===== src/rtl/fp_align.sv =====
// Operand alignment front end of the binary32 adder: unpack, order by
// magnitude and iteratively right-shift the smaller mantissa with G/R/S.
module fp_align #(
    parameter int SHIFT_STEP = 4
) (
    input  logic        clk,
    input  logic        rst_n,
    input  logic        in_valid,
    output logic        in_ready,
    input  logic [31:0] opA,
    input  logic [31:0] opB,
    output logic        out_valid,
    input  logic        out_ready,
    output logic [23:0] out_mantL,
    output logic [23:0] out_mantS,
    output logic [7:0]  out_exponent,
    output logic        out_signL,
    output logic        out_signS,
    output logic        out_guard,
    output logic        out_round,
    output logic        out_sticky,
    output logic        out_swapped,
    output logic        out_special
);

    typedef enum logic [1:0] {
        IDLE,
        SHIFT,
        DONE
    } state_t;

    localparam logic [5:0] STEP = SHIFT_STEP[5:0];

    state_t      state;
    state_t      stateNext;

    logic [25:0] shReg;
    logic        stickyQ;
    logic [4:0]  remaining;

    logic [7:0]  expA;
    logic [7:0]  expB;
    logic [7:0]  effExpA;
    logic [7:0]  effExpB;
    logic [23:0] mantA;
    logic [23:0] mantB;
    logic        bLarger;
    logic        special;

    logic [7:0]  expL;
    logic [7:0]  expS;
    logic [23:0] mantL;
    logic [23:0] mantS;
    logic        signL;
    logic        signS;
    logic [7:0]  diff;
    logic [4:0]  remInit;

    logic [5:0]  stepN;
    logic [25:0] shifted;
    logic [25:0] lostMask;
    logic        lost;

    // Unpack: a zero exponent field means no hidden bit and exponent 1
    always_comb begin
        expA    = opA[30:23];
        expB    = opB[30:23];
        effExpA = (expA == 8'd0) ? 8'd1 : expA;
        effExpB = (expB == 8'd0) ? 8'd1 : expB;
        mantA   = {expA != 8'd0, opA[22:0]};
        mantB   = {expB != 8'd0, opB[22:0]};
        special = (expA == 8'hFF) || (expB == 8'hFF);
    end

    // Full ties resolve to A as the larger operand
    always_comb begin
        bLarger = {effExpB, opB[22:0]} > {effExpA, opA[22:0]};
        if (bLarger) begin
            expL  = effExpB;
            expS  = effExpA;
            mantL = mantB;
            mantS = mantA;
            signL = opB[31];
            signS = opA[31];
        end else begin
            expL  = effExpA;
            expS  = effExpB;
            mantL = mantA;
            mantS = mantB;
            signL = opA[31];
            signS = opB[31];
        end
        diff = expL - expS;
        if (special) begin
            remInit = 5'd0;
        end else if (diff > 8'd26) begin
            remInit = 5'd26;
        end else begin
            remInit = diff[4:0];
        end
    end

    always_comb begin
        if ({1'b0, remaining} < STEP) begin
            stepN = {1'b0, remaining};
        end else begin
            stepN = STEP;
        end
        shifted  = shReg >> stepN;
        lostMask = ~(26'h3FF_FFFF << stepN);
        lost     = |(shReg & lostMask);
    end

    always_comb begin
        stateNext = state;
        unique case (state)
            IDLE: begin
                if (in_valid) begin
                    stateNext = SHIFT;
                end
            end
            SHIFT: begin
                if (remaining == 5'd0) begin
                    stateNext = DONE;
                end
            end
            DONE: begin
                if (out_ready) begin
                    stateNext = IDLE;
                end
            end
            default: stateNext = IDLE;
        endcase
    end

    always_ff @(posedge clk or negedge rst_n) begin
        if (!rst_n) begin
            state <= IDLE;
        end else begin
            state <= stateNext;
        end
    end

    always_ff @(posedge clk or negedge rst_n) begin
        if (!rst_n) begin
            shReg        <= '0;
            stickyQ      <= 1'b0;
            remaining    <= '0;
            out_mantL    <= '0;
            out_exponent <= '0;
            out_signL    <= 1'b0;
            out_signS    <= 1'b0;
            out_swapped  <= 1'b0;
            out_special  <= 1'b0;
        end else begin
            unique case (state)
                IDLE: begin
                    if (in_valid) begin
                        shReg        <= {mantS, 2'b00};
                        stickyQ      <= 1'b0;
                        remaining    <= remInit;
                        out_mantL    <= mantL;
                        out_exponent <= special ? 8'hFF : expL;
                        out_signL    <= signL;
                        out_signS    <= signS;
                        out_swapped  <= bLarger;
                        out_special  <= special;
                    end
                end
                SHIFT: begin
                    if (remaining != 5'd0) begin
                        shReg     <= shifted;
                        stickyQ   <= stickyQ | lost;
                        remaining <= remaining - stepN[4:0];
                    end
                end
                default: begin
                end
            endcase
        end
    end

    assign in_ready   = (state == IDLE);
    assign out_valid  = (state == DONE);
    assign out_mantS  = shReg[25:2];
    assign out_guard  = shReg[1];
    assign out_round  = shReg[0];
    assign out_sticky = stickyQ;

endmodule


===== config.mk =====
export PLATFORM = sky130hd
export DESIGN_NAME = fp_align
export DESIGN_NICKNAME = d
export VERILOG_FILES = /design/src/rtl/fp_align.sv
export SDC_FILE = /design/constraint.sdc
export NUM_CORES = 1
export LEC_CHECK = 0
export BUFFER_PORTS_ARGS = -buffer_cell sky130_fd_sc_hd__buf_2
export CAP_MARGIN = 20
export CORE_MARGIN = 5
export CORE_UTILIZATION = 49
export DETAILED_ROUTE_END_ITERATION = 10
export PLACE_DENSITY = 0.77
export REMOVE_ABC_BUFFERS = 1
export SLEW_MARGIN = 30
export SYNTH_ARGS = -nofsm -noshare
export SYNTH_HDL_FRONTEND = slang
export SYNTH_SLANG_ARGS = --single-unit

===== constraint.sdc =====
create_clock -name clk -period 3.3 [get_ports clk]
set_clock_uncertainty 0.05 [all_clocks]
set_input_delay 0.495 -clock clk [delete_from_list [all_inputs] [get_ports clk]]
set_output_delay 0.495 -clock clk [all_outputs]
set_load 0.1 [all_outputs]

==> results of run 1 <==
## worst paths after layout
kind	start	to	slack [ps]	depth (start not counted)
setup reg to reg	remaining[3]$_DFFE_PN0P_	shReg[21]$_DFFE_PN0P_	610	8
min in group clk	out_ready	state[1]$_DFFE_PN0P_	310	2
max in group asynchronous	rst_n	out_exponent[4]$_DFFE_PN0P_	2590	1
hold reg to reg	out_mantL[5]$_DFFE_PN0P_	out_mantL[5]$_DFFE_PN0P_	420	2
hold / removal	rst_n	out_mantL[12]$_DFFE_PN0P_	140	1
setup / recovery	opB[29]	remaining[0]$_DFFE_PN0P_	-760	19
## placed cells by master (no fill, tap or decap), types with 21 or more instances in the layout
cell     synthesis  layout
mux2i_1         61      60
ha_1            33      31
o21ai_1          1      21
buf_4            0     110
buf_2            7     127
inv_1           39      37
buf_6            0      26
dfrtp_1         70      70
a21oi_1         76      68
nand2_1        131     122
o21ai_0         82      53
nor2_1          48      41
## final cells by class
cell class / count / area share [%]
clock inverter: 3 / 0.216
clock buffer: 13 / 3.33
inverter: 39 / 1.83
multi-input combinational: 559 / 46.0
tap: 140 / 2.16
timing repair buffer: 275 / 24.9
sequential: 70 / 21.6
## cells by family after synthesis
family	after synthesis	share of synthesized area [%]
AOI/OAI and AO/OA	212	22.3
xor gates and xnor gates	5	0.792
adders and majority gates	33	7.46
buffers and inverters	91	6.33
DFF	70	31.7
muxes	68	12.5
other	2	0.136
and+or+nand+nor	239	18.9
## registers in the layout, indices dropped and copies added, names as in the netlist
register	cells
out_exponent	8
out_mantL	24
out_signL	1
out_signS	1
out_special	1
out_sticky	1
out_swapped	1
remaining	5
shReg	26
state	2
## per-layer routing
layer,GRT usage (%),vias up,routed length (microns)
li1,-,2998,-
met1,32.9,3031,7580
met2,51.4,251,10100
met3,4.87,36,1260
met4,9.59,0,502
met5,0,-,0
## power by group
part	internal, mW	switching (mW)
clock	0.569	0.384
sequential	1.27	0.390
combinational	1.34	4.43
total	3.17	5.20
## timing repair
action / CTS / global route
buffers inserted: 46 / 17
endpoints found under the setup margin: 38 / 46
resized for setup: 55 / 79
pin swaps: 8 / 29
gates cloned: 2 / 3
## per-stage QoR
step,worst slack (ps),hold slack [ps],std cells
2_1_floorplan,-3230,149,668
3_3_place_gp,-1140,406,1032
3_5_place_dp,-1340,416,1032
4_1_cts,-722,299,1083
5_1_grt,-932,190,1099
6_report,-760,140,1099
==> flow_summary.json, run 1 <==
{
  "slew_viol_final": 0,
  "netlist_instances": 720,
  "layout_setup_ws_ps": -760,
  "netlist.area_leader.share_pct": 31.7,
  "cp-start-kind": "input pin",
  "via_per_inst": 5.75,
  "seq_area_frac_synth_pct": 31.7,
  "synthFlopType": "dfrtp_1",
  "grt_pass1_vias": 6340,
  "place_area_sq_mm": 0.00688,
  "ctsHtreeMaxLevel": 3,
  "cpPeakStageDelay_ps": 430,
  "rsz0062_at_grt": "true",
  "nFillCells": 800,
  "dp_hpwl_mm": 13.1,
  "critPathSlowestCell": "or4_4",
  "num_rows": 38,
  "p_per_area_mw_per_mm2": 1030,
  "path_buf_inv": 2,
  "track_usage_pct": 28.1,
  "crit_fanout": 4,
  "fin_crit_sh_pct": 123,
  "fin_setup_tns_ps": -4190,
  "endpoint_kind": "flip-flop",
  "fmax_ghz": 0.246,
  "holdBufCountCts": 0,
  "fin_total_pwr_mw": 8.38,
  "core_sq_mm": 0.0109,
  "violations": "setup timing",
  "ys_types": 56,
  "route.vias.total": 6316,
  "cts_buffers": 9,
  "syn_avg_cell_area_sq_um": 7.68,
  "finalHoldViolations": 0,
  "synth_area_leader_cell": "dfrtp_1",
  "die_h_microns": 116,
  "yosys_warnings": 0,
  "arrival_ps": 4250,
  "wl_mm": 19.4,
  "synth-seq-cells": 70,
  "clk_root_buffer_cell": "clkbuf_16",
  "peakVddDrop_uv": 884,
  "dr.pass1.iters": 5,
  "grt_max_degree": 71,
  "postLayoutCoreUtil_pct": 74.3,
  "cts_tree": "done",
  "maxCapViolations": 0,
  "drive_gt1_share_pct": 37.1,
  "die_x_microns": 116,
  "ioPinCount": 133,
  "routedWlPerCell_microns": 17.7,
  "yosysMostFrequentCell": "nand2_1",
  "clock_sinks": 70,
  "setup_viol": 18,
  "worst_pin_slew_ps": 745,
  "crit_required_ps": 3490,
  "async_flop_share_pct": 100,
  "overflow": 0,
  "p_leak_nw": 4.00,
  "slew_headroom_pct": 50.2,
  "gp_congestion": 0.873,
  "clockBufferDepth": 2,
  "cp_cell_sequence": "buf_2, nor4_4, a21oi_2, inv_2, ha_4, nand4_1, nor4_4, a22o_1, o31a_1, nor2_4, nand2_1, o22a_1, ha_2, a211oi_2, nor3_2, or4_4, a221oi_4, nand3_2, o31ai_2",
  "syn_area_sq_mm": 0.00553,
  "antenna_cells": 0,
  "synth_common_cells": "131 x nand2_1, 82 x o21ai_0, 76 x a21oi_1",
  "initial_core_util_pct": 50.6,
  "final_nets": 1055,
  "synth_edf_count": 0,
  "clk_latency_ps": 340,
  "drtAntennaViolNets": 0,
  "areaGrowthSynthToFinish_pct": 46.9,
  "grt_pass1_wl_mm": 30.4,
  "regArea_sq_mm": 0.00175,
  "path_class": "in -> reg",
  "cts.clk_slew.worst_paths_ps": 60,
  "port_buffers": 132,
  "drcViolationCount": 0,
  "min_period_ps": 4060,
  "dieArea_sq_mm": 0.0135,
  "path_delay_family": "compound AO/OA/AOI/OAI gates",
  "status": "complete, but fails checks",
  "min-delay-path-class": "in -> async",
  "crit_top_cell": "nor4_4",
  "antenna_found_initial": 0,
  "synth_top_cells_by_area": "dfrtp_1 32%, mux2i_1 11%, nand2_1 8.9%, ha_1 7.5%, o21ai_0 7.4%",
  "final_cell_area_sq_mm": 0.00813,
  "drt-initial-drc-count": 410,
  "multi_input_area_sq_mm": 0.00374
}
No activity file was read; power rests on OpenSTA's default activity.
==> inputs of run 2 (changes only) <==
BUFFER_PORTS_ARGS = not set   (was -buffer_cell sky130_fd_sc_hd__buf_2)
CAP_MARGIN = not set   (was 20)
DONT_BUFFER_PORTS = 1   (was not set)
PLACE_DENSITY = 0.67   (was 0.77)
TNS_END_PERCENT = 50   (was not set)
==> run 2 against run 1 <==
Effect of this change:
- the run still ends with setup timing left
- routed wire length is 12% lower
- critical path depth is 1 higher
- via count is 14% lower
- sequential share of layout area grew 3.7 points
- count of clock-buffer cells in the layout stayed put
- flip-flop and latch count stayed put
- core utilization is 11 points lower
- global-route usage fell by 3.0 points
- cell count is 14% lower
- hold slack better by 60 ps
- highest routed layer unchanged
==> flow_summary.json, run 2 (synthesis gave the netlist of run 1 again) <==
{
  "antenna_found_initial": 0,
  "cts.clk_slew.worst_paths_ps": 60,
  "status": "complete, but fails checks",
  "crit_required_ps": 3490,
  "layout_commonest_cell": "nand2_1",
  "overflow": 0,
  "ioPinCount": 133,
  "initial_core_util_pct": 50.6,
  "final_cell_mix": "130 x nand2_1, 112 x buf_4, 80 x o21ai_0",
  "die_h_microns": 116,
  "drcViolationCount": 0,
  "worstHoldStart": "out_ready",
  "slew_headroom_pct": 32.5,
  "core_sq_mm": 0.0109,
  "antenna_cells": 0,
  "drtAntennaViolNets": 0,
  "drive_gt1_share_pct": 20.5,
  "wl_mm": 17.1,
  "final_nets": 899,
  "finalHoldWorstSlack_ps": 200,
  "clockBufferDepth": 2,
  "cts_tree": "done",
  "via_per_inst": 5.75,
  "track_usage_pct": 25.1,
  "grt_pass1_vias": 5579,
  "maxCapViolations": 0,
  "largest_reg_flops": 26,
  "drt-initial-drc-count": 333,
  "gp_congestion": 0.995,
  "cts_buffers": 9,
  "cp-startpoint": "opA[27]",
  "finalHoldViolations": 0,
  "reg_top3": "shReg (26), out_mantL (24), out_exponent (8)",
  "layout_setup_ws_ps": -753,
  "min-delay-path-class": "in -> reg",
  "place_area_sq_mm": 0.00618,
  "route.vias.total": 5425,
  "rsz0062_at_grt": "true",
  "arrival_ps": 4240,
  "clk_root_buffer_cell": "clkbuf_16",
  "path_class": "in -> reg",
  "clock_sinks": 70,
  "cp-start-kind": "input pin",
  "routedWlPerCell_microns": 18.1,
  "min_period_ps": 4050,
  "slew_viol_final": 0,
  "dieArea_sq_mm": 0.0135,
  "worst_pin_slew_ps": 1010,
  "ctsHtreeMaxLevel": 3,
  "fin_crit_sh_pct": 123,
  "grt_max_degree": 71,
  "clk_latency_ps": 330,
  "dr.pass1.iters": 5,
  "final_cell_area_sq_mm": 0.00692,
  "areaGrowthSynthToFinish_pct": 25.1,
  "die_x_microns": 116,
  "setup_viol": 5,
  "top_register": "shReg",
  "dp_hpwl_mm": 12.1,
  "endpoint_kind": "flip-flop",
  "fmax_ghz": 0.247,
  "port_buffers": 0,
  "crit_fanout": 4,
  "num_rows": 38,
  "violations": "setup timing",
  "grt_pass1_wl_mm": 27.0,
  "rr_startpoint": "remaining[3]$_DFFE_PN0P_"
}
[run 2: worst max-delay path: stages]
cell and delay [ps]:
nor4_4 270, nand2_1 120, nand2b_1 130, inv_2 60, ha_4 270, nand4_1 140
nor4_4 260, nand2_1 120, a311oi_1 280, buf_4 170, nor2_4 40, o22a_1 220
ha_2 180, a211oi_4 190, nor3_2 70, or4_4 440, a221oi_4 350, buf_4 180
nand3_4 70, o31ai_2 170
[run 2: cell type report]
class                   instances  area, sq um
fillers                       933         4010
multi-input cells             559         3580
flip-flops and latches         70         1750
repair buffers                119          987
clock buffers                  13          270
well taps                     140          175
inverters                      39          146
clock inverters                 3         17.5
[run 2: per-stage QoR]
stage / util (%) / cells / TNS [ps] / setup slack, ps
after floorplan: - / 668 / -111260 / -3230
after CTS: 62.2 / 941 / -3580 / -582
after global placement: 56.6 / 896 / -11460 / -1100
after detailed placement: 56.6 / 896 / -16170 / -1220
after global routing: 63.3 / 943 / -4750 / -969
final: 63.3 / 943 / -3510 / -753
[run 2: worst paths after layout]
| kind | end | slack (ps) | cells past startpoint |
|---|---|---|---|
| max | remaining[0]$_DFFE_PN0P_ | -750 | 20 |
| min | state[1]$_DFFE_PN0P_ | 200 | 1 |
| max reg2reg | shReg[2]$_DFFE_PN0P_ | 660 | 9 |
| min reg2reg | shReg[6]$_DFFE_PN0P_ | 430 | 2 |
| max in group asynchronous | out_special$_DFFE_PN0P_ | 2230 | 2 |
| min in group asynchronous | shReg[13]$_DFFE_PN0P_ | 660 | 2 |
[run 2: layer usage]
layer,up-vias,global-route usage [%],share of wire (%)
li1,2686,-,-
met1,2525,30.8,41
met2,170,41.4,49
met3,44,6.68,7.0
met4,0,10.8,3.1
met5,-,0,0
[run 2: repair_timing]
item,4_1_cts,5_1_grt
endpoints found under the hold margin,70,1
gates cloned,0,3
gates resized for setup,17,14
endpoints found under the setup margin,13,21
hold buffers,1,1
pin swaps,5,3
setup buffers,28,6
Power of run 2 is left out: the tool's default activity adds up to more than one toggle a clock period on the data nets, which glitch-free logic cannot reach.
